### config.mk
export PLATFORM = sky130hd
export DESIGN_NAME = reg_wb_arbiter_flat
export DESIGN_NICKNAME = d
export VERILOG_FILES = /design/src/rtl/reg_wb_arbiter_if.sv /design/src/rtl/reg_wb_arbiter.sv /design/src/flat_wrapper.sv
export SDC_FILE = /design/constraint.sdc
export NUM_CORES = 1
export LEC_CHECK = 0
export CORE_AREA = 2 2 121 123
export CTS_CLUSTER_DIAMETER = 120
export DETAILED_ROUTE_END_ITERATION = 16
export DIE_AREA = 0 0 123 125
export DONT_BUFFER_PORTS = 1
export PLACE_DENSITY = 0.39
export SLEW_MARGIN = 25
export SYNTH_ARGS = -nofsm -noshare
export SYNTH_HDL_FRONTEND = slang
export SYNTH_SLANG_ARGS = --single-unit
### constraint.sdc
create_clock -name clk_i -period 2.8 [get_ports clk_i]
set_input_delay 0.7 -clock clk_i [delete_from_list [all_inputs] [get_ports clk_i]]
set_output_delay 0.7 -clock clk_i [all_outputs]
set_load 0.03 [all_outputs]
### src/rtl/reg_wb_arbiter_if.sv
// rtl/reg_wb_arbiter_if.sv - write-back request bus between requesters and the arbiter
interface reg_wb_arbiter_if #(
  parameter int NREQ = 3,
  parameter int AW   = 5,
  parameter int DW   = 32
);
  logic [NREQ-1:0]    req_valid_i;
  logic [NREQ*AW-1:0] req_addr_i;
  logic [NREQ*DW-1:0] req_data_i;
  logic [NREQ-1:0]    req_ready_o;

  modport master (
    output req_valid_i,
    output req_addr_i,
    output req_data_i,
    input  req_ready_o
  );

  modport slave (
    input  req_valid_i,
    input  req_addr_i,
    input  req_data_i,
    output req_ready_o
  );
endinterface

### src/rtl/reg_wb_arbiter.sv
// rtl/reg_wb_arbiter.sv - round-robin register write-back arbiter; WB_BYPASS_EN adds read forwarding
module reg_wb_arbiter #(
  parameter int NREQ = 3,
  parameter int AW   = 5,
  parameter int DW   = 32,
  parameter int CW   = 16
) (
  input  logic                   clk_i,
  input  logic                   rst_i,
  input  logic                   stall_i,
  reg_wb_arbiter_if.slave        wb,
  output logic [AW-1:0]          RDaddr_o,
  output logic [DW-1:0]          RDdata_o,
  output logic                   RegWrite_o,
  output logic [CW-1:0]          wr_cnt_o,
  input  logic [AW-1:0]          RSaddr_i,
  input  logic [AW-1:0]          RTaddr_i,
  input  logic [DW-1:0]          RSraw_i,
  input  logic [DW-1:0]          RTraw_i,
  output logic [DW-1:0]          RSdata_o,
  output logic [DW-1:0]          RTdata_o
);

  localparam int PW = (NREQ > 1) ? $clog2(NREQ) : 1;
  localparam logic [PW-1:0] LAST = PW'(NREQ - 1);

  logic [PW-1:0] ptr_q, ptr_d;
  logic [PW-1:0] win, scan;
  logic          found, xfer;
  logic [AW-1:0] sel_addr, addr_q, addr_d;
  logic [DW-1:0] sel_data, data_q, data_d;
  logic          we_q, we_d;
  logic [CW-1:0] cnt_q, cnt_d;

  // Find the first valid requester walking upward from ptr, wrapping at NREQ
  always_comb begin
    win   = '0;
    found = 1'b0;
    scan  = ptr_q;
    for (int i = 0; i < NREQ; i++) begin
      if (!found && wb.req_valid_i[scan]) begin
        found = 1'b1;
        win   = scan;
      end
      scan = (scan == LAST) ? '0 : scan + 1'b1;
    end
  end

  // Mux the winner's address and data onto the commit path
  always_comb begin
    sel_addr = '0;
    sel_data = '0;
    for (int i = 0; i < NREQ; i++) begin
      if (PW'(i) == win) begin
        sel_addr = wb.req_addr_i[i*AW +: AW];
        sel_data = wb.req_data_i[i*DW +: DW];
      end
    end
  end

  // Grant is withheld while stalled and while reset is asserted
  assign xfer = found && !stall_i && rst_i;
  assign wb.req_ready_o = xfer ? (NREQ'(1) << win) : '0;

  // Next state: a transfer loads the write and moves ptr past the winner
  always_comb begin
    ptr_d  = ptr_q;
    addr_d = addr_q;
    data_d = data_q;
    we_d   = 1'b0;
    if (xfer) begin
      addr_d = sel_addr;
      data_d = sel_data;
      we_d   = (sel_addr != '0);
      ptr_d  = (win == LAST) ? '0 : win + 1'b1;
    end
    cnt_d = cnt_q + CW'(we_d);
  end

  // State registers, cleared asynchronously so an in-flight write is dropped at once
  always_ff @(posedge clk_i or negedge rst_i) begin
    if (!rst_i) begin
      ptr_q  <= '0;
      addr_q <= '0;
      data_q <= '0;
      we_q   <= 1'b0;
      cnt_q  <= '0;
    end else begin
      ptr_q  <= ptr_d;
      addr_q <= addr_d;
      data_q <= data_d;
      we_q   <= we_d;
      cnt_q  <= cnt_d;
    end
  end

  assign RDaddr_o   = addr_q;
  assign RDdata_o   = data_q;
  assign RegWrite_o = we_q;
  assign wr_cnt_o   = cnt_q;

`ifdef WB_BYPASS_EN
  // Forward the committing write to a read of the same register in the same cycle
  assign RSdata_o = (we_q && (addr_q == RSaddr_i)) ? data_q : RSraw_i;
  assign RTdata_o = (we_q && (addr_q == RTaddr_i)) ? data_q : RTraw_i;
`else
  assign RSdata_o = RSraw_i;
  assign RTdata_o = RTraw_i;
  logic unused_rd_addr;
  assign unused_rd_addr = ^{RSaddr_i, RTaddr_i};
`endif

endmodule

### src/flat_wrapper.sv
// flat-port wrapper written by rule: the top's interface ports become plain ports
module reg_wb_arbiter_flat 
#(
  parameter int NREQ = 3,
  parameter int AW   = 5,
  parameter int DW   = 32,
  parameter int CW   = 16
)
  (clk_i, rst_i, stall_i, RDaddr_o, RDdata_o, RegWrite_o, wr_cnt_o, RSaddr_i, RTaddr_i, RSraw_i, RTraw_i, RSdata_o, RTdata_o, wb_req_valid_i, wb_req_addr_i, wb_req_data_i, wb_req_ready_o);
  reg_wb_arbiter_if #(.NREQ(NREQ), .AW(AW), .DW(DW)) wb_i ();
  input  logic clk_i;
  input  logic rst_i;
  input  logic stall_i;
  output logic [AW-1:0] RDaddr_o;
  output logic [DW-1:0] RDdata_o;
  output logic RegWrite_o;
  output logic [CW-1:0] wr_cnt_o;
  input  logic [AW-1:0] RSaddr_i;
  input  logic [AW-1:0] RTaddr_i;
  input  logic [DW-1:0] RSraw_i;
  input  logic [DW-1:0] RTraw_i;
  output logic [DW-1:0] RSdata_o;
  output logic [DW-1:0] RTdata_o;
  input wire logic [$bits(wb_i.req_valid_i)-1:0] wb_req_valid_i;
  input wire logic [$bits(wb_i.req_addr_i)-1:0] wb_req_addr_i;
  input wire logic [$bits(wb_i.req_data_i)-1:0] wb_req_data_i;
  output wire logic [$bits(wb_i.req_ready_o)-1:0] wb_req_ready_o;
  assign wb_i.req_valid_i = wb_req_valid_i;
  assign wb_i.req_addr_i = wb_req_addr_i;
  assign wb_i.req_data_i = wb_req_data_i;
  assign wb_req_ready_o = wb_i.req_ready_o;
  reg_wb_arbiter #(.NREQ(NREQ), .AW(AW), .DW(DW), .CW(CW)) u_core (.clk_i(clk_i), .rst_i(rst_i), .stall_i(stall_i), .wb(wb_i), .RDaddr_o(RDaddr_o), .RDdata_o(RDdata_o), .RegWrite_o(RegWrite_o), .wr_cnt_o(wr_cnt_o), .RSaddr_i(RSaddr_i), .RTaddr_i(RTaddr_i), .RSraw_i(RSraw_i), .RTraw_i(RTraw_i), .RSdata_o(RSdata_o), .RTdata_o(RTdata_o));
endmodule
==> results.txt <==
The flow ran to the end, and the final reports show no timing, DRC or antenna violations. The count of final max-slew check failures came out at 0. Of all cell types, the one taking the most synthesized area is sky130_fd_sc_hd__dfrtp_1.

The launching element type of the critical path is an input port. The total setup violations reported at the end of the flow came out at 0. The count of distinct cell types in the synthesized netlist came out at 43.

The tree is rooted in a sky130_fd_sc_hd__clkbuf_16. The total number of nets in the final design came out at 501. For this run, the leading register cell type out of synthesis is sky130_fd_sc_hd__dfrtp_1. The vias after detailed routing is ~2400. The slew at the pin closest to its max-slew limit came out at between 0.6 and 0.7 ns. The top-level I/O count came out at about 310.

The worst pin sits at a relative slew slack of 0.575. The tool flagged a number of max-cap violations equal to 0. The number of buffers between clock root and the deepest sink came out at 2. The total power of the final layout came out at between 2 and 3 mW. The min-delay analysis places its worst path in the category in -> async.

The biggest fanout along the worst timing path came out at 19. The power density over the cells came out at about 760 mW/mm^2. The count of nets left with antenna violations after detail routing came out at 0. The peak ir drop on the vdd network came out at approximately 0.00029 V.

The routed length per placed instance is 19.5 um. The number of antenna violations at the first check in global routing is 0. The required arrival time at the worst endpoint came out at 2.10 ns. The complex-gate fraction of the synthesized area came out at 0.195. The number of diodes added for antenna fixing came out at 0. The floorplan core area came out at roughly 0.014 mm^2.

The sum of net half-perimeters after detailed placement is slightly above 7000 um. The die span in y is about 130 um. The detailed-router iteration count before antenna repair came out at 4. After synthesis, the share of cell area in mux cells is 0.106.

The type of the setup path with the least slack is in -> out. The arithmetic-cell share of the synthesized area counting full adders, half adders and majority gates is 0.00698. On the final layout, the worst clock skew is roughly 0.0062 ns. The basic-gate share of the synthesized area counting and, or, nand and nor cells came out at 0.0911. The fraction of final layout cells with drive strength greater than 1 came out at 0.168.

The number of enable-type register cells in the synthesized netlist is 0. Counting every instance in the synthesized netlist gives about 360. The clock insertion delay at the later pin of the skew report is around 0.31 ns. The total grt overflow came out at 0. For this configuration, the core starts out at a cell density of 0.252. The count of final hold-check violations is 0. The share of synthesized area in the top cell type comes to 0.391.

Sorting the synthesized cells by area gives the leading types as sky130_fd_sc_hd__dfrtp_1 39%, sky130_fd_sc_hd__buf_4 13%, sky130_fd_sc_hd__mux2i_1 9.2%. The number of nets in the synthesized netlist is around 560. The synthesized design contains between 50 and 60 register bits.

The part of the cycle the worst path needs is 0.960. The top achievable clock speed is between 300 and 400 MHz. The residual DRC count is 0. The worst reg2reg path depth came out at 11. Entering global routing, the biggest net connects between 50 and 60 pins. The count of synthesis-stage warnings from yosys is 0.

For this run, asynchronously set or reset flops after synthesis account for 1.00. The mean post-synth cell area came out at between 9 and 10 um^2. The final wirelength came out at between 9000 and 10000 um. In this run the critical register-to-register path is launched from u_core.ptr_q[0].

The number of H-tree levels came out at 2. Compared with the post-synthesis result, the final layout area differs by 0.419%. The cell row count is 44.

Setup slack on the worst reg-to-reg path comes out at approximately 0.16 ns. The leakage component of the power is 1.73 nW. The number of I/O port buffers came out at 0. By area, the combinational part of the netlist is dominated by compound AO/OA/AOI/OAI gates. The first global-routing pass estimated roughly 15000 um of wire.

The last weighted congestion value of the routability-driven placer is about 0.76. The die width came out at 123 um. TritonCTS built the clock tree. The area enclosed by the die boundary is about 0.015 mm^2. After clock tree synthesis, the clock-pin slew on the worst setup and hold paths is ~0.080 ns. The clock sink count is between 50 and 60.

The global routing usage summed across all routing layers is 0.126. The critical register-to-register path endpoint is u_core.wr_cnt_o[10]. STA classifies the critical path endpoint as an output port.

The minimum period implied by the final worst setup slack came out at 2.69 ns. The number of global-route vias before repair is approximately 2400. Summing every instance area after synthesis gives around 0.0036 mm^2.

The share of the synthesized netlist area taken by xor and xnor gates came out at 0.0342. The data arrival time of the worst path came out at roughly 2.0 ns. Clock tree synthesis inserted a total of 5 buffers. After detailed routing, the number of vias per cell comes to 4.88. The post-cts hold buffer count came out at 0. The total of fill cells in the finished design came out at roughly 1500. The post-route setup TNS came out at 0 ns. The sequential fraction of the synthesis area came out at 0.391. The detailed router finished its first iteration with 82 violations.
## flip-flops by register name (all words and copies together), names as in the netlist
name and cells:
u_core.ptr_q 2, u_core.RegWrite_o 1, u_core.wr_cnt_o 16, u_core.RDaddr_o 5
u_core.RDdata_o 32
## metrics by stage
step	cell area [um^2]	cells	hold WS, ns	setup slack [ns]	utilization
after floorplan	3650	363	0.404	0.000441	-
final	3600	493	0.0773	0.113	0.254
after detailed placement	3400	483	0.406	-0.310	0.239
after CTS	3580	492	0.0585	0.0434	0.252
after global routing	3600	493	0.0553	-0.00405	0.254
after global placement	3400	483	0.406	-0.267	0.239
## repair_timing
item	in CTS	in global routing
resized for setup	5	2
setup endpoints to repair	6	6
setup buffers	1	1
pin swaps	3	3
## report_power, final
group          internal, mW  total (mW)  switching [mW]
Combinational         0.281       0.563           0.281
Sequential            0.971        1.48           0.512
Clock                 0.336       0.677           0.342
## critical path: stages
cell,delay [ns]
sky130_fd_sc_hd__nor2b_2,0.14
sky130_fd_sc_hd__o21ai_2,0.13
sky130_fd_sc_hd__nand3_1,0.22
sky130_fd_sc_hd__buf_4,0.28
sky130_fd_sc_hd__nor2_1,0.51
## synthesized netlist by cell type (all sizes together) (2+ instances only)
| master | n |
|---|---|
| buf | 75 |
| dfrtp | 56 |
| nor2 | 43 |
| mux2i | 34 |
| a21o | 33 |
| a211oi | 32 |
| nand2 | 12 |
| clkbuf | 10 |
| xnor2 | 9 |
| nand3 | 8 |
| o21ai | 7 |
| xor2 | 5 |
| a21oi | 4 |
| inv | 4 |
| and3 | 3 |
| o221ai | 3 |
| a21boi | 2 |
| a31oi | 2 |
| ha | 2 |
| mux2 | 2 |
| nand2b | 2 |
| nand4 | 2 |
| nor3 | 2 |
## layout make-up
type | instances | area (um^2) | share of cell area
Tap cell | 184 | 230 | 0.0639
Inverter | 4 | 15.0 | 0.00417
Clock buffer | 5 | 125 | 0.0347
Multi-Input combinational cell | 218 | 1630 | 0.454
Timing Repair Buffer | 23 | 173 | 0.0480
Sequential cell | 56 | 1400 | 0.390
Clock inverter | 3 | 21.3 | 0.00591
## cell families (layout without fill, tap and decap cells)
logic type	count (synthesis)	after routing
compound gates	91	91
xor+xnor	14	14
fa+ha+maj	2	2
buf+inv	89	35
flops	56	56
mux	36	36
simple gates	75	75
## layer usage
metal	global-route usage	vias to the layer above	wire length (um)
li1	-	1105	-
met1	0.149	1130	3710
met2	0.193	133	4490
met3	0.0552	36	1030
met4	0.0628	0	360
met5	0	-	0
## worst max path at each step
stage | start | endpoint | cells after the start
after CTS | u_core.ptr_q[0] | u_core.wr_cnt_o[15] | 12
final | wb_req_valid_i[2] | wb_req_ready_o[1] | 5
after global routing | u_core.ptr_q[1] | u_core.wr_cnt_o[15] | 11
after global placement | wb_req_valid_i[2] | u_core.wr_cnt_o[15] | 11
after floorplan | wb_req_valid_i[0] | u_core.wr_cnt_o[12] | 14
after detailed placement | wb_req_valid_i[2] | u_core.wr_cnt_o[15] | 11
## cell usage in the layout (no fill, tap or decap), types with 2 or more instances in the layout
cell type and n:
sky130_fd_sc_hd__a211oi_1 32, sky130_fd_sc_hd__a21o_1 33, sky130_fd_sc_hd__a21oi_1 4, sky130_fd_sc_hd__a31oi_1 2, sky130_fd_sc_hd__and3_1 2, sky130_fd_sc_hd__buf_4 23, sky130_fd_sc_hd__clkbuf_16 5, sky130_fd_sc_hd__dfrtp_1 55
sky130_fd_sc_hd__ha_4 2, sky130_fd_sc_hd__inv_1 4, sky130_fd_sc_hd__mux2i_1 32, sky130_fd_sc_hd__nand2_1 10, sky130_fd_sc_hd__nand2b_1 2, sky130_fd_sc_hd__nand3_1 7, sky130_fd_sc_hd__nand4_1 2, sky130_fd_sc_hd__nor2_1 43
sky130_fd_sc_hd__nor3_4 2, sky130_fd_sc_hd__o21ai_0 3, sky130_fd_sc_hd__o21ai_1 2, sky130_fd_sc_hd__o21ai_2 2, sky130_fd_sc_hd__o221ai_1 3, sky130_fd_sc_hd__xnor2_1 9, sky130_fd_sc_hd__xor2_1 5
Note: power is estimated with default switching activity, not from simulation.
